## config.mk

```make
export PLATFORM = sky130hd
export DESIGN_NAME = req_pop_sched_flat
export DESIGN_NICKNAME = d
export VERILOG_FILES = /design/src/rtl/req_pop_sched_pkg.sv /design/src/rtl/req_pop_sched_if.sv /design/src/rtl/req_pop_sched_rr_pick.sv /design/src/rtl/req_pop_sched.sv /design/src/flat_wrapper.sv
export SDC_FILE = /design/constraint.sdc
export NUM_CORES = 1
export LEC_CHECK = 0
export CAP_MARGIN = 20
export CORE_UTILIZATION = 40
export CTS_CLUSTER_DIAMETER = 40
export DETAILED_ROUTE_END_ITERATION = 10
export PLACE_DENSITY = 0.9
export SETUP_SLACK_MARGIN = 0.3
export SLEW_MARGIN = 20
export SYNTH_ARGS = -nofsm -noshare
export SYNTH_HDL_FRONTEND = slang
export SYNTH_SLANG_ARGS = --single-unit
```

## constraint.sdc

```tcl
create_clock -name CLK -period 3.2 [get_ports CLK]
set_input_delay 0.64 -clock CLK [delete_from_list [all_inputs] [get_ports CLK]]
set_output_delay 0.64 -clock CLK [all_outputs]
set_load 0.01 [all_outputs]
```

## src/rtl/req_pop_sched_pkg.sv

```systemverilog
// Shared types and field positions for the request-pop scheduler.
// REQ_POP_TIMEOUT_EN adds the TOUT state used by the grant-wait timeout.
package axi_slave_package;

  typedef enum logic [2:0] {
    S_IDLE,
    S_FETCH,
    S_HOLD,
    S_LOCAL
`ifdef REQ_POP_TIMEOUT_EN
    , S_TOUT
`endif
  } req_pop_sched_state;

  localparam logic [2:0] LOCAL_CODE_DEF = 3'b011;
  localparam int CODE_LSB   = 0;
  localparam int CODE_W     = 3;
  localparam int ID_LSB_DEF = 60;
  localparam int ID_W_DEF   = 4;

endpackage

```

## src/rtl/req_pop_sched_if.sv

```systemverilog
// FIFO-side, arbiter-side and local-completion signals of the scheduler.
// REQ_POP_TIMEOUT_EN adds the timeout_err flag.
interface req_pop_sched_if #(
  parameter int NUM_CH = 2,
  parameter int DATA_W = 64,
  parameter int ID_W   = 4
);
  localparam int CH_W = (NUM_CH > 1) ? $clog2(NUM_CH) : 1;

  logic [NUM_CH-1:0]        fifo_empty;
  logic [NUM_CH-1:0]        fifo_rd_en;
  logic [NUM_CH*DATA_W-1:0] fifo_rd_data;
  logic                     req_valid;
  logic [DATA_W-1:0]        req_data;
  logic [CH_W-1:0]          req_ch;
  logic                     req_grant;
  logic                     local_valid;
  logic [ID_W-1:0]          local_id;
  logic                     local_ready;
`ifdef REQ_POP_TIMEOUT_EN
  logic                     timeout_err;
`endif

  modport master (
    input  fifo_empty, fifo_rd_data, req_grant, local_ready,
    output fifo_rd_en, req_valid, req_data, req_ch, local_valid, local_id
`ifdef REQ_POP_TIMEOUT_EN
    , output timeout_err
`endif
  );

  modport slave (
    output fifo_empty, fifo_rd_data, req_grant, local_ready,
    input  fifo_rd_en, req_valid, req_data, req_ch, local_valid, local_id
`ifdef REQ_POP_TIMEOUT_EN
    , input timeout_err
`endif
  );
endinterface

```

## src/rtl/req_pop_sched_rr_pick.sv

```systemverilog
// Round-robin picker: first set request at or after ptr, wrapping at N.
module rr_pick #(
  parameter int N = 2,
  parameter int W = 1
) (
  input  logic [N-1:0] req,
  input  logic [W-1:0] ptr,
  output logic [N-1:0] gnt,
  output logic [W-1:0] idx
);
  always_comb begin
    int   c;
    logic found;
    gnt   = '0;
    idx   = '0;
    found = 1'b0;
    for (int i = 0; i < N; i++) begin
      c = int'(ptr) + i;
      if (c >= N) c = c - N;
      if (!found && req[c]) begin
        found  = 1'b1;
        gnt[c] = 1'b1;
        idx    = W'(c);
      end
    end
  end
endmodule

```

## src/rtl/req_pop_sched.sv

```systemverilog
// Pops one FIFO entry at a time (round-robin) and offers it to the core arbiter,
// or completes it locally. REQ_POP_TIMEOUT_EN enables the grant-wait timeout.
module req_pop_sched
  import axi_slave_package::*;
#(
  parameter int         NUM_CH      = 2,
  parameter int         DATA_W      = 64,
  parameter int         ID_W        = ID_W_DEF,
  parameter int         ID_LSB      = ID_LSB_DEF,
  parameter logic [2:0] LOCAL_CODE  = LOCAL_CODE_DEF,
  parameter int         TIMEOUT_CYC = 256
) (
  input logic            CLK,
  input logic            ARESET,
  req_pop_sched_if.master bus
);
  localparam int CH_W = (NUM_CH > 1) ? $clog2(NUM_CH) : 1;

  req_pop_sched_state state, nxt;
  logic [CH_W-1:0]    rr_ptr, sel, pick_idx;
  logic [NUM_CH-1:0]  pick_gnt;
  logic [DATA_W-1:0]  req_data_q, entry;
  logic [CH_W-1:0]    req_ch_q;
  logic               any_req, is_local, done;

  assign any_req  = |(~bus.fifo_empty);
  assign entry    = bus.fifo_rd_data[int'(sel)*DATA_W +: DATA_W];
  assign is_local = (entry[CODE_LSB +: CODE_W] == LOCAL_CODE);
  assign done     = (state == S_HOLD && bus.req_grant) || (state == S_LOCAL && bus.local_ready);

  rr_pick #(.N(NUM_CH), .W(CH_W)) u_rr (
    .req(~bus.fifo_empty), .ptr(rr_ptr), .gnt(pick_gnt), .idx(pick_idx)
  );

`ifdef REQ_POP_TIMEOUT_EN
  localparam int TC_W = $clog2(TIMEOUT_CYC + 1);
  logic [TC_W-1:0] tcnt;
  logic            tc_hit;
  assign tc_hit = (tcnt == TC_W'(TIMEOUT_CYC - 1));

  always_ff @(posedge CLK or posedge ARESET)
    if (ARESET)                               tcnt <= '0;
    else if (state == S_HOLD && !bus.req_grant) tcnt <= tcnt + 1'b1;
    else                                      tcnt <= '0;
`endif

  always_ff @(posedge CLK or posedge ARESET)
    if (ARESET) state <= S_IDLE;
    else        state <= nxt;

  always_comb begin
    nxt = state;
    case (state)
      S_IDLE:  if (any_req) nxt = S_FETCH;
      S_FETCH: nxt = is_local ? S_LOCAL : S_HOLD;
      S_HOLD:
        if (bus.req_grant) nxt = S_IDLE;
`ifdef REQ_POP_TIMEOUT_EN
        else if (tc_hit)   nxt = S_TOUT;
      S_TOUT:  nxt = S_TOUT;
`endif
      S_LOCAL: if (bus.local_ready) nxt = S_IDLE;
      default: nxt = S_IDLE;
    endcase
  end

  always_ff @(posedge CLK or posedge ARESET)
    if (ARESET) begin
      rr_ptr     <= '0;
      sel        <= '0;
      req_data_q <= '0;
      req_ch_q   <= '0;
    end else begin
      if (state == S_IDLE && any_req) sel <= pick_idx;
      if (state == S_FETCH) begin
        req_data_q <= entry;
        req_ch_q   <= sel;
      end
      if (done) rr_ptr <= (sel == CH_W'(NUM_CH - 1)) ? '0 : sel + 1'b1;
    end

  // rd_en is combinational from the picker, so reset must mask it explicitly
  always_comb begin
    bus.fifo_rd_en  = (state == S_IDLE && !ARESET) ? pick_gnt : '0;
    bus.req_valid   = (state == S_HOLD);
    bus.local_valid = (state == S_LOCAL);
    bus.local_id    = (state == S_LOCAL) ? req_data_q[ID_LSB +: ID_W] : '0;
    bus.req_data    = req_data_q;
    bus.req_ch      = req_ch_q;
`ifdef REQ_POP_TIMEOUT_EN
    bus.timeout_err = (state == S_TOUT);
`endif
  end
endmodule
```

## src/flat_wrapper.sv

```systemverilog
// flat-port wrapper written by rule: the top's interface ports become plain ports
module req_pop_sched_flat import axi_slave_package::*;
#(
  parameter int         NUM_CH      = 2,
  parameter int         DATA_W      = 64,
  parameter int         ID_W        = ID_W_DEF,
  parameter int         ID_LSB      = ID_LSB_DEF,
  parameter logic [2:0] LOCAL_CODE  = LOCAL_CODE_DEF,
  parameter int         TIMEOUT_CYC = 256
)
  (CLK, ARESET, bus_fifo_empty, bus_fifo_rd_data, bus_req_grant, bus_local_ready, bus_fifo_rd_en, bus_req_valid, bus_req_data, bus_req_ch, bus_local_valid, bus_local_id);
  req_pop_sched_if #(.NUM_CH(NUM_CH), .DATA_W(DATA_W), .ID_W(ID_W)) bus_i ();
  input logic CLK;
  input logic ARESET;
  input wire logic [$bits(bus_i.fifo_empty)-1:0] bus_fifo_empty;
  input wire logic [$bits(bus_i.fifo_rd_data)-1:0] bus_fifo_rd_data;
  input wire logic [$bits(bus_i.req_grant)-1:0] bus_req_grant;
  input wire logic [$bits(bus_i.local_ready)-1:0] bus_local_ready;
  output wire logic [$bits(bus_i.fifo_rd_en)-1:0] bus_fifo_rd_en;
  output wire logic [$bits(bus_i.req_valid)-1:0] bus_req_valid;
  output wire logic [$bits(bus_i.req_data)-1:0] bus_req_data;
  output wire logic [$bits(bus_i.req_ch)-1:0] bus_req_ch;
  output wire logic [$bits(bus_i.local_valid)-1:0] bus_local_valid;
  output wire logic [$bits(bus_i.local_id)-1:0] bus_local_id;
  assign bus_i.fifo_empty = bus_fifo_empty;
  assign bus_i.fifo_rd_data = bus_fifo_rd_data;
  assign bus_i.req_grant = bus_req_grant;
  assign bus_i.local_ready = bus_local_ready;
  assign bus_fifo_rd_en = bus_i.fifo_rd_en;
  assign bus_req_valid = bus_i.req_valid;
  assign bus_req_data = bus_i.req_data;
  assign bus_req_ch = bus_i.req_ch;
  assign bus_local_valid = bus_i.local_valid;
  assign bus_local_id = bus_i.local_id;
  req_pop_sched #(.NUM_CH(NUM_CH), .DATA_W(DATA_W), .ID_W(ID_W), .ID_LSB(ID_LSB), .LOCAL_CODE(LOCAL_CODE), .TIMEOUT_CYC(TIMEOUT_CYC)) u_core (.CLK(CLK), .ARESET(ARESET), .bus(bus_i));
endmodule
```

==> qor.txt, run 1 <==
Synth Area in Compound Gates -> 12.3%
Max-slew headroom -> 54.8%
Effective utilization at floorplan -> 41.9%
Die Height -> 92.7 um
Syn Nets -> 447
Max H-tree Level -> 3
Dominant cell type by area after synthesis -> dfrtp_1
Synth Instances -> 313
Reg clk slew, reported paths -> 0.07 ns
Core Rows -> 32
Slew @ Worst Pin -> 0.677 ns
CTS root buf -> clkbuf_8
Die Footprint -> 0.00859 mm^2
Vias in the first global route -> 3002
Max-slew violation count -> 0
Largest family of logic cells by synthesized area -> multiplexers
Critical-path maximum fanout -> 2
Final setup viols -> 0
FF+latch area -> 0.00173 mm^2
First-pass GRT wire length -> 14.0 mm
Detailed Routing Iterations Pass 1 -> 4
Number of port buffers -> 206
Flops & latches, synth -> 69
Crit path largest cell delay -> 0.58 ns
Crit path required time -> 2.56 ns
Hold buffers post-CTS -> 0
GPL Wtd Cong -> 0.726
Initial antenna violation count -> 0
Multiplexer share of the synthesized area -> 20.3%
Area of the multi-input gates -> 0.00140 mm^2
Core area -> 0.00785 mm^2
Peak VDD IR -> 0.552 mV
Cell Area, Synth -> 0.00329 mm^2
Element type at the critical path end -> output pin
Resized cells post-CTS -> 0
Simple-Gate Fraction of Synth Area -> 10.0%
Critical Path AT -> 2.11 ns
CTS buffer count -> 9
Skew final -> 0.00737 ns
Main area contributors after synthesis -> dfrtp_1 (53%), mux2i_1 (19%), o21ai_0 (10%)
Post-synthesis xor/xnor area fraction -> 0%
Yosys warning count -> 0
Worst setup SP type -> primary input
CTS sink cnt -> 69
GR Overflow Total -> 0
Initial DRC Count -> 74
Syn Area/Cell -> 10.5 um^2
Detailed placement HPWL -> 6.79 mm
Layout Nets -> 643
Vias per cell -> 4.85
Outcome -> finished, final reports clean
CTS tree -> yes
PwrDens -> 880 mW/mm^2
Layout cell share with drive strength beyond 1 -> 4.86%
Final TNS setup -> 0 ns
Vias -> 2985
Worst path top cell family by delay -> buffers and inverters
Worst path bufs/invs -> 3
DRC viols -> 0
Clock buffer depth -> 2
Ant diodes -> 0
Worst-Skew Late Latency -> 0.32 ns
Power, Total -> 4.95 mW
Total setup buffers inserted after CTS -> 0
Hold Path Class -> reg -> reg
Largest net degree at the start of global routing -> 131
Max-cap violations -> 0
RSZ-0062 raised after global routing -> false
Max frequency -> 364 MHz
Yosys top cell area share -> 52.5%
Post-Synth Adder-Cell Area -> 0%
Seq/Total Area, Yosys -> 52.5%
Critical-path top delay cell -> clkdlybuf4s50_1
Dpl cell area -> 0.00535 mm^2
Filler cells -> 611
Yosys cell types -> 25
Crit path top cell by count -> clkdlybuf4s50_1
Worst Path Class, Setup -> in -> out
Crit path cell chain -> clkdlybuf4s50_1 > inv_1 > a2111oi_4 > clkdlybuf4s50_1
Inst Count DP -> 598
Final instance area -> 0.00562 mm^2
Fin util -> 71.6%
Area grow syn2layout -> 70.9%
WL/cell -> 14.6 um
Die Wd -> 92.7 um
Period utilisation layout -> 85.9%
GR Util All Layers -> 20.7%
Ports -> 207
Leak -> 2.48 nW
Final-report hold violation count -> 0
Final cell count without fillers -> 616
Drt total wl -> 8.97 mm
Minimum clock period -> 2.75 ns
Post-route ant nets -> 0
==> Yosys cell counts <==
library cell and instances:
mux2_4 1, nand2b_4 1, nand4b_1 1, or2_4 1
and2_1 1, o21a_1 1, mux2i_1 64, clkbuf_2 2
buf_4 6, nand2_1 64, nor2_1 1, a31oi_1 2
clkbuf_1 4, dfrtp_1 69, buf_2 8, buf_6 4
o21ai_0 68, a2111oi_4 1, mux2_2 1, nor3_1 1
nand3_1 1, inv_1 2, a21oi_1 3, and3_1 4
nor2b_1 2
==> where the power goes <==
part / leakage, nW / switching, mW / total, mW / internal, mW
clock: 0.116 / 0.299 / 0.779 / 0.479
sequential: 0.844 / 0.368 / 1.68 / 1.32
combinational: 1.52 / 1.08 / 2.49 / 1.40
==> registers in the layout, summed over array words and instances (netlist names) <==
name                 cells
u_core.state             2
u_core.bus.req_ch        1
u_core.bus.req_data     64
u_core.rr_ptr            1
u_core.sel               1
==> tightest hold or removal path, delay by kind of cell (launching register included) <==
family / cells / cell delay (ns)
AOI/OAI and AO/OA: 1 / 0.06
DFF: 1 / 0.34
and+or+nand+nor: 1 / 0.04
==> cells by family (layout without fill, tap and decap cells) <==
kind of cell	count (synthesis)	count (layout)
buffers and inverters	26	227
AOI/OAI and AO/OA	75	75
muxes	66	66
and+or+nand+nor	77	77
DFF	69	69
==> metrics by stage <==
stage          hold WS [ns]  setup WS [ns]
2_1_floorplan         0.513          0.820
3_3_place_gp          0.460          0.462
3_5_place_dp          0.470          0.446
4_1_cts               0.486          0.446
5_1_grt               0.512          0.388
6_report              0.481          0.451
==> placed cells by master, fill, tap and decap left out, drive strengths merged <==
cell type and instances:
nand2 64, a2111oi 1, a31oi 2, nor2 1
clkinv 2, o21ai 68, mux2i 64, mux2 2
nor2b 2, clkdlybuf4s50 206, dfrtp 69, nand4b 1
nor3 1, o21a 1, bufinv 2, nand2b 1
and3 4, clkbuf 12, a21oi 3, and2 1
buf 3, or2 1, nand3 1, inv 2
==> layer usage <==
metal	wire length, um	track usage (%)	part of all wire [%]	vias to the layer above
li1	-	-	-	1474
met1	3550	24.1	40	1376
met2	4660	37.9	52	123
met3	629	4.19	7.0	12
met4	123	7.05	1.4	0
met5	0	0	0	-
==> layout make-up <==
class | instances | area share (%)
repair buffers | 209 | 37.9
multi-input cells | 218 | 24.9
flip-flops and latches | 69 | 30.8
well taps | 102 | 2.27
clock buffers | 12 | 2.76
inverters | 2 | 0.134
clock inverters | 4 | 1.25
==> final timing paths <==
path                                                       endpoint  cells after the start                           startpoint  slack, ns
worst max register to register  u_core.bus.req_data[29]$_DFFE_PP0P_                      3          u_core.state[1]$_DFFE_PP0P_       1.52
worst min register to register  u_core.bus.req_data[25]$_DFFE_PP0P_                      2  u_core.bus.req_data[25]$_DFFE_PP0P_       0.48
worst min-delay path            u_core.bus.req_data[25]$_DFFE_PP0P_                      2  u_core.bus.req_data[25]$_DFFE_PP0P_       0.48
max in group asynchronous                    u_core.sel$_DFFE_PP0P_                      3                               ARESET       1.66
worst max-delay path                              bus_fifo_rd_en[0]                      4                    bus_fifo_empty[1]       0.45
min in group asynchronous       u_core.bus.req_data[28]$_DFFE_PP0P_                      2                               ARESET       0.88
No activity file was read; power rests on OpenSTA's default activity.
==> run 2, diff against run 1 <==
CORE_ASPECT_RATIO = 0.75   (was unset)
==> run 2 against run 1 <==
Net effect:
- clock power fell by 23%
- largest power group unchanged
- worst setup slack got worse by 0.0047 ns
- maximum frequency fell by 0.17%
- highest routed layer unchanged
- final area fell by 1.1%
- non-clock buffer count rose by 1
- sequential power barely moved
- core utilization fell by 1.4 points
- global-route usage rose by 1.2 points
==> qor.txt, run 2 (synthesized netlist as in run 1, its figures left out) <==
Outcome -> finished, final reports clean
Post-route ant nets -> 0 (unchanged)
Effective utilization at floorplan -> 41.5% (-0.37 points)
PwrDens -> 862 mW/mm^2 (-2.1%)
Reg clk slew, reported paths -> 0.06 ns (about the same)
Max H-tree Level -> 3 (unchanged)
Peak VDD IR -> 0.444 mV (-20%)
WL/cell -> 15.2 um (+4.2%)
GPL Wtd Cong -> 0.755 (+4.0%)
Detailed Routing Iterations Pass 1 -> 4 (unchanged)
Slew @ Worst Pin -> 0.902 ns (+0.224 ns)
Hold Path Class -> reg -> reg
CTS sink cnt -> 69 (unchanged)
Critical Path AT -> 2.11 ns (about the same)
Crit path top cell by count -> clkdlybuf4s50_1
CTS buffer count -> 9 (unchanged)
Area grow syn2layout -> 69.0%
Minimum clock period -> 2.75 ns (+0.00468 ns)
Die Height -> 80.5 um (-13%)
Core area -> 0.00792 mm^2 (+0.89%)
Core Rows -> 28 (-13%)
RSZ-0062 raised after global routing -> false
Vias in the first global route -> 3139 (+4.6%)
Worst-Skew Late Latency -> 0.33 ns (about the same)
Worst Path Class, Setup -> in -> out
Initial DRC Count -> 46 (-38%)
CTS root buf -> clkbuf_8
Crit path cell chain -> clkdlybuf4s50_1 > inv_1 > a2111oi_4 > clkdlybuf4s50_1
Initial antenna violation count -> 0 (unchanged)
GR Util All Layers -> 21.9% (+1.2 points)
Pint -> 3.03 mW (-5.4%)
Total setup buffers inserted after CTS -> 0 (unchanged)
Resized cells post-CTS -> 0 (unchanged)
Most frequent cells in the layout -> clkdlybuf4s50_1 (206), o21ai_0 (68), dfrtp_1 (68)
Crit path required time -> 2.56 ns (about the same)
GR Overflow Total -> 0 (unchanged)
Clock buffer depth -> 2 (unchanged)
Worst setup SP type -> primary input
Final-report hold violation count -> 0 (unchanged)
CTS tree -> yes
Clock share of power -> 12.6% (-3.1 points)
Max frequency -> 363 MHz (-0.17%)
Commonest non-fill, non-tap cell in the layout -> clkdlybuf4s50_1
Dpl cell area -> 0.00537 mm^2 (+0.35%)
DRC viols -> 0 (unchanged)
Max-slew violation count -> 0 (unchanged)
Switching power -> 1.76 mW (+0.78%)
Hold buffers post-CTS -> 0 (unchanged)
Ant diodes -> 0 (unchanged)
Logic pwr share -> 52.3% (+2.1 points)
Final TNS setup -> 0 ns (unchanged)
Critical-path maximum fanout -> 2 (unchanged)
Vias -> 3016 (+1.0%)
Final instance area -> 0.00556 mm^2 (-1.1%)
Skew final -> 0.00855 ns (+0.00118 ns)
Final setup viols -> 0 (unchanged)
Layout cell share with drive strength beyond 1 -> 4.68% (-0.19 points)
Layout Nets -> 644 (+0.16%)
Max reg flops -> 64 (unchanged)
Max-cap violations -> 0 (unchanged)
Power, Total -> 4.79 mW (-3.2%)
First-pass GRT wire length -> 14.7 mm (+5.1%)
Largest net degree at the start of global routing -> 103 (-21%)
Reg power frac -> 35.1% (+1.1 points)
Critical-path top delay cell -> clkdlybuf4s50_1
Die Wd -> 107 um (+15%)
Drt total wl -> 9.38 mm (+4.6%)
Leak -> 2.45 nW (-1.2%)
Max-slew headroom -> 39.9% (-15 points)
Detailed placement HPWL -> 7.08 mm (+4.2%)
Crit path largest cell delay -> 0.58 ns (about the same)
Switching Fraction -> 36.8% (+1.5 points)
Element type at the critical path end -> output pin
Ports -> 207 (unchanged)
Vias per cell -> 4.88 (+0.71%)
Die Footprint -> 0.00859 mm^2 (about the same)
Period utilisation layout -> 86.1% (+0.15 points)
Number of port buffers -> 206 (unchanged)
==> run 2: routing by layer <==
| metal | global-route usage, % | vias to the layer above | share of wire, % | routed length (um) |
|---|---|---|---|---|
| met3 | 8.20 | 7 | 9.6 | 903 |
| li1 | - | 1472 | - | - |
| met5 | 0 | - | 0 | 0 |
| met4 | 5.07 | 0 | 0.67 | 63 |
| met2 | 40.5 | 127 | 51 | 4800 |
| met1 | 23.9 | 1410 | 39 | 3610 |
==> run 2: critical path, delay by kind of cell <==
family / cells / cell delay, ns
compound gates: 1 / 0.33
buf+inv: 3 / 1.14
==> run 2: area by class of cell <==
class | count | area (um^2)
Fill cell | 617 | 2360
Multi-Input combinational cell | 218 | 1400
Tap cell | 105 | 131
Sequential cell | 69 | 1730
Clock inverter | 2 | 10.0
Inverter | 2 | 7.51
Timing Repair Buffer | 210 | 2120
Clock buffer | 12 | 155
==> run 2: worst paths after layout <==
check,startpoint,end,slack [ns],cells after the start
setup / recovery,bus_fifo_empty[1],bus_fifo_rd_en[0],0.45,4
hold / removal,u_core.bus.req_data[1]$_DFFE_PP0P_,u_core.bus.req_data[1]$_DFFE_PP0P_,0.48,2
setup reg to reg,u_core.state[1]$_DFFE_PP0P_,u_core.bus.req_data[13]$_DFFE_PP0P_,1.22,3
hold reg to reg,u_core.bus.req_data[1]$_DFFE_PP0P_,u_core.bus.req_data[1]$_DFFE_PP0P_,0.48,2
max in group asynchronous,ARESET,u_core.sel$_DFFE_PP0P_,1.73,3
min in group asynchronous,ARESET,u_core.bus.req_data[59]$_DFFE_PP0P_,0.82,2
==> run 2: power by group through the flow <==
stage / sequential [mW] / clock, mW / combinational (mW)
4_1_cts: 1.80 / 0.622 / 2.40
6_report: 1.68 / 0.603 / 2.50
3_5_place_dp: 1.81 / 0 / 2.40
3_3_place_gp: 1.77 / 0 / 2.31
2_1_floorplan: 1.74 / 0 / 1.23
5_1_grt: 1.74 / 0.654 / 2.74
==> run 2: per-stage QoR <==
step           utilization (%)  setup WS (ns)  cells  hold WS (ns)
2_1_floorplan                -          0.820    313         0.513
3_3_place_gp              67.8          0.463    603         0.461
3_5_place_dp              67.8          0.447    603         0.471
4_1_cts                   69.8          0.441    617         0.485
5_1_grt                   70.2          0.387    618         0.506
6_report                  70.2          0.446    618         0.480
